$ cat src/rtl/fb_mem_arbiter.sv
// Framebuffer memory arbiter: one Avalon-MM port shared by the pixel scan-out reader (priority,
// starvation-bounded) and NUM_CORES round-robin core masters, with in-order read return routing.
module fb_mem_arbiter #(
  parameter int unsigned NUM_CORES    = 6,
  parameter int unsigned ADDR_W       = 24,
  parameter int unsigned DATA_W       = 32,
  parameter int unsigned MAX_PENDING  = 8,
  parameter int unsigned PX_BURST_MAX = 16
) (
  input  logic                              clk,
  input  logic                              reset,
  input  logic [ADDR_W-1:0]                 px_address,
  input  logic                              px_read,
  output logic                              px_waitrequest,
  output logic [DATA_W-1:0]                 px_readdata,
  output logic                              px_readdatavalid,
  input  logic [NUM_CORES*ADDR_W-1:0]       c_address,
  input  logic [NUM_CORES-1:0]              c_read,
  input  logic [NUM_CORES-1:0]              c_write,
  input  logic [NUM_CORES*DATA_W-1:0]       c_writedata,
  input  logic [NUM_CORES*(DATA_W/8)-1:0]   c_byteenable,
  output logic [NUM_CORES-1:0]              c_waitrequest,
  output logic [DATA_W-1:0]                 c_readdata,
  output logic [NUM_CORES-1:0]              c_readdatavalid,
  output logic [ADDR_W-1:0]                 m_address,
  output logic                              m_read,
  output logic                              m_write,
  output logic [DATA_W-1:0]                 m_writedata,
  output logic [DATA_W/8-1:0]               m_byteenable,
  input  logic                              m_waitrequest,
  input  logic [DATA_W-1:0]                 m_readdata,
  input  logic                              m_readdatavalid,
  output logic                              err_orphan,
  output logic [$clog2(MAX_PENDING):0]      pending
);

  localparam int unsigned BE_W   = DATA_W / 8;
  localparam int unsigned ID_W   = $clog2(NUM_CORES + 1);
  localparam int unsigned PTR_W  = (NUM_CORES > 1) ? $clog2(NUM_CORES) : 1;
  localparam int unsigned CNT_W  = $clog2(PX_BURST_MAX + 1);
  localparam int unsigned PEND_W = $clog2(MAX_PENDING) + 1;
  localparam int unsigned FA_W   = (MAX_PENDING > 1) ? $clog2(MAX_PENDING) : 1;
  localparam logic [ID_W-1:0] PxId = ID_W'(NUM_CORES);

  typedef enum logic [0:0] {StUnlocked, StLocked} lock_e;

  lock_e             state_q, state_d;
  logic [ID_W-1:0]   lock_id_q, lock_id_d;
  logic [PTR_W-1:0]  ptr_q, ptr_d;
  logic [CNT_W-1:0]  burst_q, burst_d;
  logic [PEND_W-1:0] cnt_q, cnt_d;
  logic [FA_W-1:0]   wr_ptr_q, rd_ptr_q;
  logic [ID_W-1:0]   tag_mem_q [2**FA_W];
  logic              err_q;

  logic                 rd_ok, px_elig, rr_found, gnt_valid;
  logic [NUM_CORES-1:0] core_elig;
  logic [PTR_W-1:0]     rr_idx;
  logic [ID_W-1:0]      rr_id, gnt_id, head_id;
  logic                 accept, core_acc, px_acc, push, pop, orphan;

  // A full FIFO still admits a read in the cycle a return frees a slot.
  assign rd_ok     = (cnt_q != PEND_W'(MAX_PENDING)) || m_readdatavalid;
  assign core_elig = c_write | (c_read & {NUM_CORES{rd_ok}});
  assign px_elig   = px_read & rd_ok;

  always_comb begin
    rr_found = 1'b0;
    rr_id    = '0;
    rr_idx   = '0;
    for (int unsigned k = 0; k < NUM_CORES; k++) begin
      rr_idx = PTR_W'((32'(ptr_q) + k) % NUM_CORES);
      if (!rr_found && core_elig[rr_idx]) begin
        rr_found = 1'b1;
        rr_id    = ID_W'(rr_idx);
      end
    end
  end

  // Grant (FSM output logic).
  always_comb begin
    gnt_valid = 1'b0;
    gnt_id    = '0;
    if (!reset) begin
      case (state_q)
        StLocked: begin
          gnt_valid = 1'b1;
          gnt_id    = lock_id_q;
        end
        default: begin
          if (px_elig && (burst_q < CNT_W'(PX_BURST_MAX))) begin
            gnt_valid = 1'b1;
            gnt_id    = PxId;
          end else if (rr_found) begin
            gnt_valid = 1'b1;
            gnt_id    = rr_id;
          end else if (px_elig) begin
            gnt_valid = 1'b1;
            gnt_id    = PxId;
          end
        end
      endcase
    end
  end

  always_comb begin
    m_address      = '0;
    m_read         = 1'b0;
    m_write        = 1'b0;
    m_writedata    = '0;
    m_byteenable   = '1;
    px_waitrequest = 1'b1;
    c_waitrequest  = '1;
    if (gnt_valid) begin
      if (gnt_id == PxId) begin
        m_address      = px_address;
        m_read         = px_read;
        px_waitrequest = m_waitrequest;
      end else begin
        for (int unsigned i = 0; i < NUM_CORES; i++) begin
          if (gnt_id == ID_W'(i)) begin
            m_address        = c_address[i*ADDR_W +: ADDR_W];
            m_read           = c_read[i];
            m_write          = c_write[i];
            m_writedata      = c_writedata[i*DATA_W +: DATA_W];
            m_byteenable     = c_byteenable[i*BE_W +: BE_W];
            c_waitrequest[i] = m_waitrequest;
          end
        end
      end
    end
  end

  assign accept   = (m_read | m_write) & ~m_waitrequest;
  assign core_acc = accept && (gnt_id != PxId);
  assign px_acc   = accept && (gnt_id == PxId);

  always_comb begin
    state_d   = state_q;
    lock_id_d = lock_id_q;
    case (state_q)
      StUnlocked: begin
        if ((m_read | m_write) && m_waitrequest) begin
          state_d   = StLocked;
          lock_id_d = gnt_id;
        end
      end
      StLocked: if (accept) state_d = StUnlocked;
      default:  state_d = StUnlocked;
    endcase
  end

  always_comb begin
    ptr_d   = ptr_q;
    burst_d = burst_q;
    if (core_acc) begin
      ptr_d = (gnt_id == ID_W'(NUM_CORES - 1)) ? '0 : PTR_W'(gnt_id) + 1'b1;
    end
    if (!px_read || core_acc) begin
      burst_d = '0;
    end else if (px_acc && (burst_q != CNT_W'(PX_BURST_MAX))) begin
      burst_d = burst_q + 1'b1;
    end
  end

  assign push    = accept & m_read;
  assign pop     = m_readdatavalid & (cnt_q != '0);
  assign orphan  = m_readdatavalid & (cnt_q == '0);
  assign head_id = tag_mem_q[rd_ptr_q];
  assign cnt_d   = cnt_q + PEND_W'(push) - PEND_W'(pop);

  always_comb begin
    c_readdatavalid  = '0;
    px_readdatavalid = !reset && pop && (head_id == PxId);
    for (int unsigned i = 0; i < NUM_CORES; i++) begin
      c_readdatavalid[i] = !reset && pop && (head_id == ID_W'(i));
    end
  end

  assign px_readdata = m_readdata;
  assign c_readdata  = m_readdata;
  assign err_orphan  = err_q;
  assign pending     = cnt_q;

  always_ff @(posedge clk) begin
    if (reset) begin
      state_q   <= StUnlocked;
      lock_id_q <= '0;
      ptr_q     <= '0;
      burst_q   <= '0;
      cnt_q     <= '0;
      wr_ptr_q  <= '0;
      rd_ptr_q  <= '0;
      err_q     <= 1'b0;
    end else begin
      state_q   <= state_d;
      lock_id_q <= lock_id_d;
      ptr_q     <= ptr_d;
      burst_q   <= burst_d;
      cnt_q     <= cnt_d;
      if (push)   wr_ptr_q <= wr_ptr_q + 1'b1;
      if (pop)    rd_ptr_q <= rd_ptr_q + 1'b1;
      if (orphan) err_q    <= 1'b1;
    end
  end

  always_ff @(posedge clk) begin
    if (!reset && push) tag_mem_q[wr_ptr_q] <= gnt_id;
  end

endmodule

$ cat config.mk
export PLATFORM = sky130hd
export DESIGN_NAME = fb_mem_arbiter
export DESIGN_NICKNAME = d
export VERILOG_FILES = /design/src/rtl/fb_mem_arbiter.sv
export SDC_FILE = /design/constraint.sdc
export NUM_CORES = 1
export LEC_CHECK = 0
export CAP_MARGIN = 15
export CORE_AREA = 2 2 227 229
export CTS_BUF_LIST = sky130_fd_sc_hd__clkbuf_8
export DETAILED_ROUTE_END_ITERATION = 7
export DIE_AREA = 0 0 229 231
export PLACE_DENSITY = 0.44
export SYNTH_ARGS = -nofsm -noshare
export SYNTH_HDL_FRONTEND = slang
export SYNTH_SLANG_ARGS = --single-unit
$ cat constraint.sdc
create_clock -name clk -period 11.33 [get_ports clk]
set_clock_uncertainty 0.2 [all_clocks]
set_input_delay 3.399 -clock clk [delete_from_list [all_inputs] [get_ports clk]]
set_output_delay 3.399 -clock clk [all_outputs]
set_load 0.1 [all_outputs]
==> impl_metrics.csv, run 1 <==
group,metric,value,unit
status,outcome,"completed",
synth,ys.flop_type,"dfxtp_1",
place,portBuffers,481,
sta,fmax,0.0893,GHz
grt,antenna_found_initial,1,
synth,syn-cell-area,0.00700,mm²
place,hpwl,37.8,mm
routing,num_vias,9061,
routing,drtIter0Drc,646,
cts,cts_made_buffers,5,
cts,cts_sinks,50,
synth,yosys-top-cells-area,"nand2_1 (11%), edfxtp_1 (10%), dfxtp_1 (7.4%), mux2i_1 (7.1%), buf_4 (7.0%)",
synth,synth_nets,1426,
setup_path,worstSetupStartpoint,"m_readdatavalid",
cells_and_area,drive_above_1_share,19.0,%
floorplan,die_y,231,µm
setup_path,arrival,7600,ps
floorplan,die_width,229,µm
routing,drtPass1Iterations,5,
synth,synth_area_per_cell,7.22,µm²
cells_and_area,final_area,0.0141,mm²
routing,avgRoutedWirePerCell,21.4,µm
pwr,cellLeakagePower,0.00543,µW
synth,synth_top_cells_by_count,"nand2_1 (211), a21oi_1 (79), buf_4 (65), a22oi_1 (62), mux2i_1 (50)",
synth,yosysSeqAreaShare,17.7,%
grt,grt-ovfl-total,0,
routing,ant_nets,0,
synth,yosys_warnings,0,
sta,final.period_utilization,98.8,%
synth,synth_top_cell_area_share,11.3,%
cells_and_area,diodes,0,
floorplan,die_area,0.0529,mm²
grt,grt_pass1_wl,62.3,mm
setup_path,cp-end-kind,"primary output",
pwr,p_per_area,303,mW/mm²
synth,yosysMostFrequentCell,"nand2_1",
cells_and_area,layout.cells.non_filler,2093,
cts,clkLatencyLatePin,310,ps
cells_and_area,fin_nets,1868,
pwr,ir_worst_vdd,0.105,mV
synth,synth_edf_count,24,
job,drv_cap,0,
cts,cts_tree,"yes",
cts,cts_root_buf,"clkbuf_8",
grt,grt_max_degree,47,
floorplan,initial_core_util,13.8,%
synth,synth_cells,970,
cts,clk_path_buf_depth,2,
sta,slew_headroom,34.7,%
cts,clk_pin_slew,90,ps
floorplan,pin_count,578,
sta,worst_pin_slew,977,ps
synth,ys_seq_elements,50,
sta,finalSetupViolCount,0,
min_path,hold_class,"reg2reg",
sta,finalWorstSetupSlack,134,ps
cts,hold_buffers,0,
min_path,holdCritStartpoint,"err_orphan$_SDFFE_PP0P_",
place,place_ws,-203,ps
place,place_area,0.0138,mm²
place,gp_congestion,0.908,
routing,totalWireLength,44.9,mm
setup_path,crit_type,"in2out",
grt,grt_use_total,15.8,%
sta,holdWs,278,ps
sta,final_max_slew_viol_count,0,
place,dp.cells,2071,
setup_path,cp_max_fo,22,
synth,yosysTopAreaCell,"nand2_1",
setup_path,cp.required,7730,ps
routing,vias_per_cell,4.33,
setup_path,start_kind,"primary input",
routing,drcViolationCount,0,
synth,synthArstFlopShare,0,%
floorplan,rows,83,
sta,final.min_clock_period,11200,ps
floorplan,core_area,0.0507,mm²
sta,hold_viol_final,0,
synth,synth_cell_types,79,
grt,grt_pass1_vias,9073,
cells_and_area,area_growth,102,%
cts,htreeDepth,2,
setup_path,r2r_start,"ptr_q[0]$_SDFFE_PP0P_",
## routing by layer
layer / routed length, µm / vias up / global-route usage, %
li1: - / 4383 / -
met2: 22400 / 421 / 28.0
met4: 494 / 0 / 1.79
met1: 18800 / 4232 / 20.0
met5: 0 / - / 0
met3: 3190 / 25 / 3.45
## cell usage in the layout, fill, tap and decap left out, types with 6 or more instances in the layout
cell             instances
and2_1                   6
mux4_2                   7
o21ai_1                 21
nor3_1                   8
ha_1                    21
mux2i_1                 50
nor4b_2                  6
nor2_1                  45
xnor2_1                  7
o22ai_4                 26
o21ai_0                 38
xor2_1                   6
buf_12                  84
a2111oi_0                6
clkdlybuf4s50_1        411
nand2_1                210
o22ai_2                  6
nand2b_1                12
inv_1                   26
a221o_1                 25
a21oi_1                 74
dfxtp_1                 26
a31oi_1                  6
a211oi_1                 8
buf_4                   70
a22oi_1                 57
edfxtp_1                24
## path summary, 6_finish.rpt
check,end,slack (ps),cells past startpoint
worst max register to register,pending[2]$_SDFF_PP0_,4190,27
worst min-delay path,err_orphan$_SDFFE_PP0P_,280,2
worst max-delay path,m_address[1],130,17
worst min register to register,err_orphan$_SDFFE_PP0P_,280,2
## flip-flops by register name, indices dropped and copies added (netlist names), named ones only
name,cells
lock_id_q,3
pending,4
err_orphan,1
ptr_q,3
wr_ptr_q,3
tag_mem_q,24
rd_ptr_q,3
burst_q,5
## cells by family (layout without fill, tap and decap cells)
logic type | count (synthesis) | after routing | share of synthesized area, %
adders and majority gates | 23 | 23 | 4.22
DFF | 50 | 50 | 17.7
xor gates and xnor gates | 13 | 13 | 1.63
AOI/OAI and AO/OA | 320 | 320 | 30.9
buffers and inverters | 167 | 609 | 12.9
muxes | 61 | 61 | 10.2
and+or+nand+nor | 336 | 337 | 22.5
## power breakdown
group	switching (µW)	internal, µW
Sequential	46.1	224
Clock	62.3	66.1
Combinational	2410	1480
## final cells by class
cell class / count / area, µm²
clock buffers: 5 / 68.8
clock inverters: 3 / 43.8
fillers: 5537 / 36500
inverters: 31 / 120
multi-input cells: 754 / 5430
flip-flops and latches: 50 / 1240
well taps: 680 / 851
repair buffers: 570 / 6390
## per-stage QoR
| stage | utilization, % | setup TNS [ps] | power (µW) |
|---|---|---|---|
| floorplan | - | -237 | 2730 |
| global placement | 27.2 | -432 | 4100 |
| detailed placement | 27.2 | -2920 | 4100 |
| CTS | 27.6 | 0 | 4250 |
| global route | 27.9 | -248 | 4500 |
| finish | 27.9 | 0 | 4290 |
## what timing repair did
item | CTS | global route
gates resized for setup | 12 | 20
buffers inserted | 0 | 12
hold endpoints to repair | 0 | 0
gates cloned | 1 | 1
pin swaps | 3 | 10
setup endpoints to repair | 48 | 62
## worst max-delay path, cell delays in order
cell	delay (ps)
dlygate4sd2_1	290
or4b_4	620
a211oi_2	250
buf_4	160
nor4_1	60
a311o_1	380
and4bb_4	380
a31oi_1	100
a311o_2	440
inv_4	80
and2_1	170
ha_4	210
buf_12	150
buf_12	160
o21ai_0	170
a221o_1	370
buf_12	180
Note: power is estimated with default switching activity, not from simulation.
==> inputs of run 2 (changes only) <==
--- a/config.mk
+++ b/config.mk
@@ -8,6 +8,7 @@
 export CAP_MARGIN = 15
 export CORE_AREA = 2 2 227 229
 export CTS_BUF_LIST = sky130_fd_sc_hd__clkbuf_8
+export CTS_CLUSTER_DIAMETER = 50
 export DETAILED_ROUTE_END_ITERATION = 7
 export DIE_AREA = 0 0 229 231
 export PLACE_DENSITY = 0.44
==> results of run 2 <==
Final layout, timing and power as in run 1 (identical DEF).
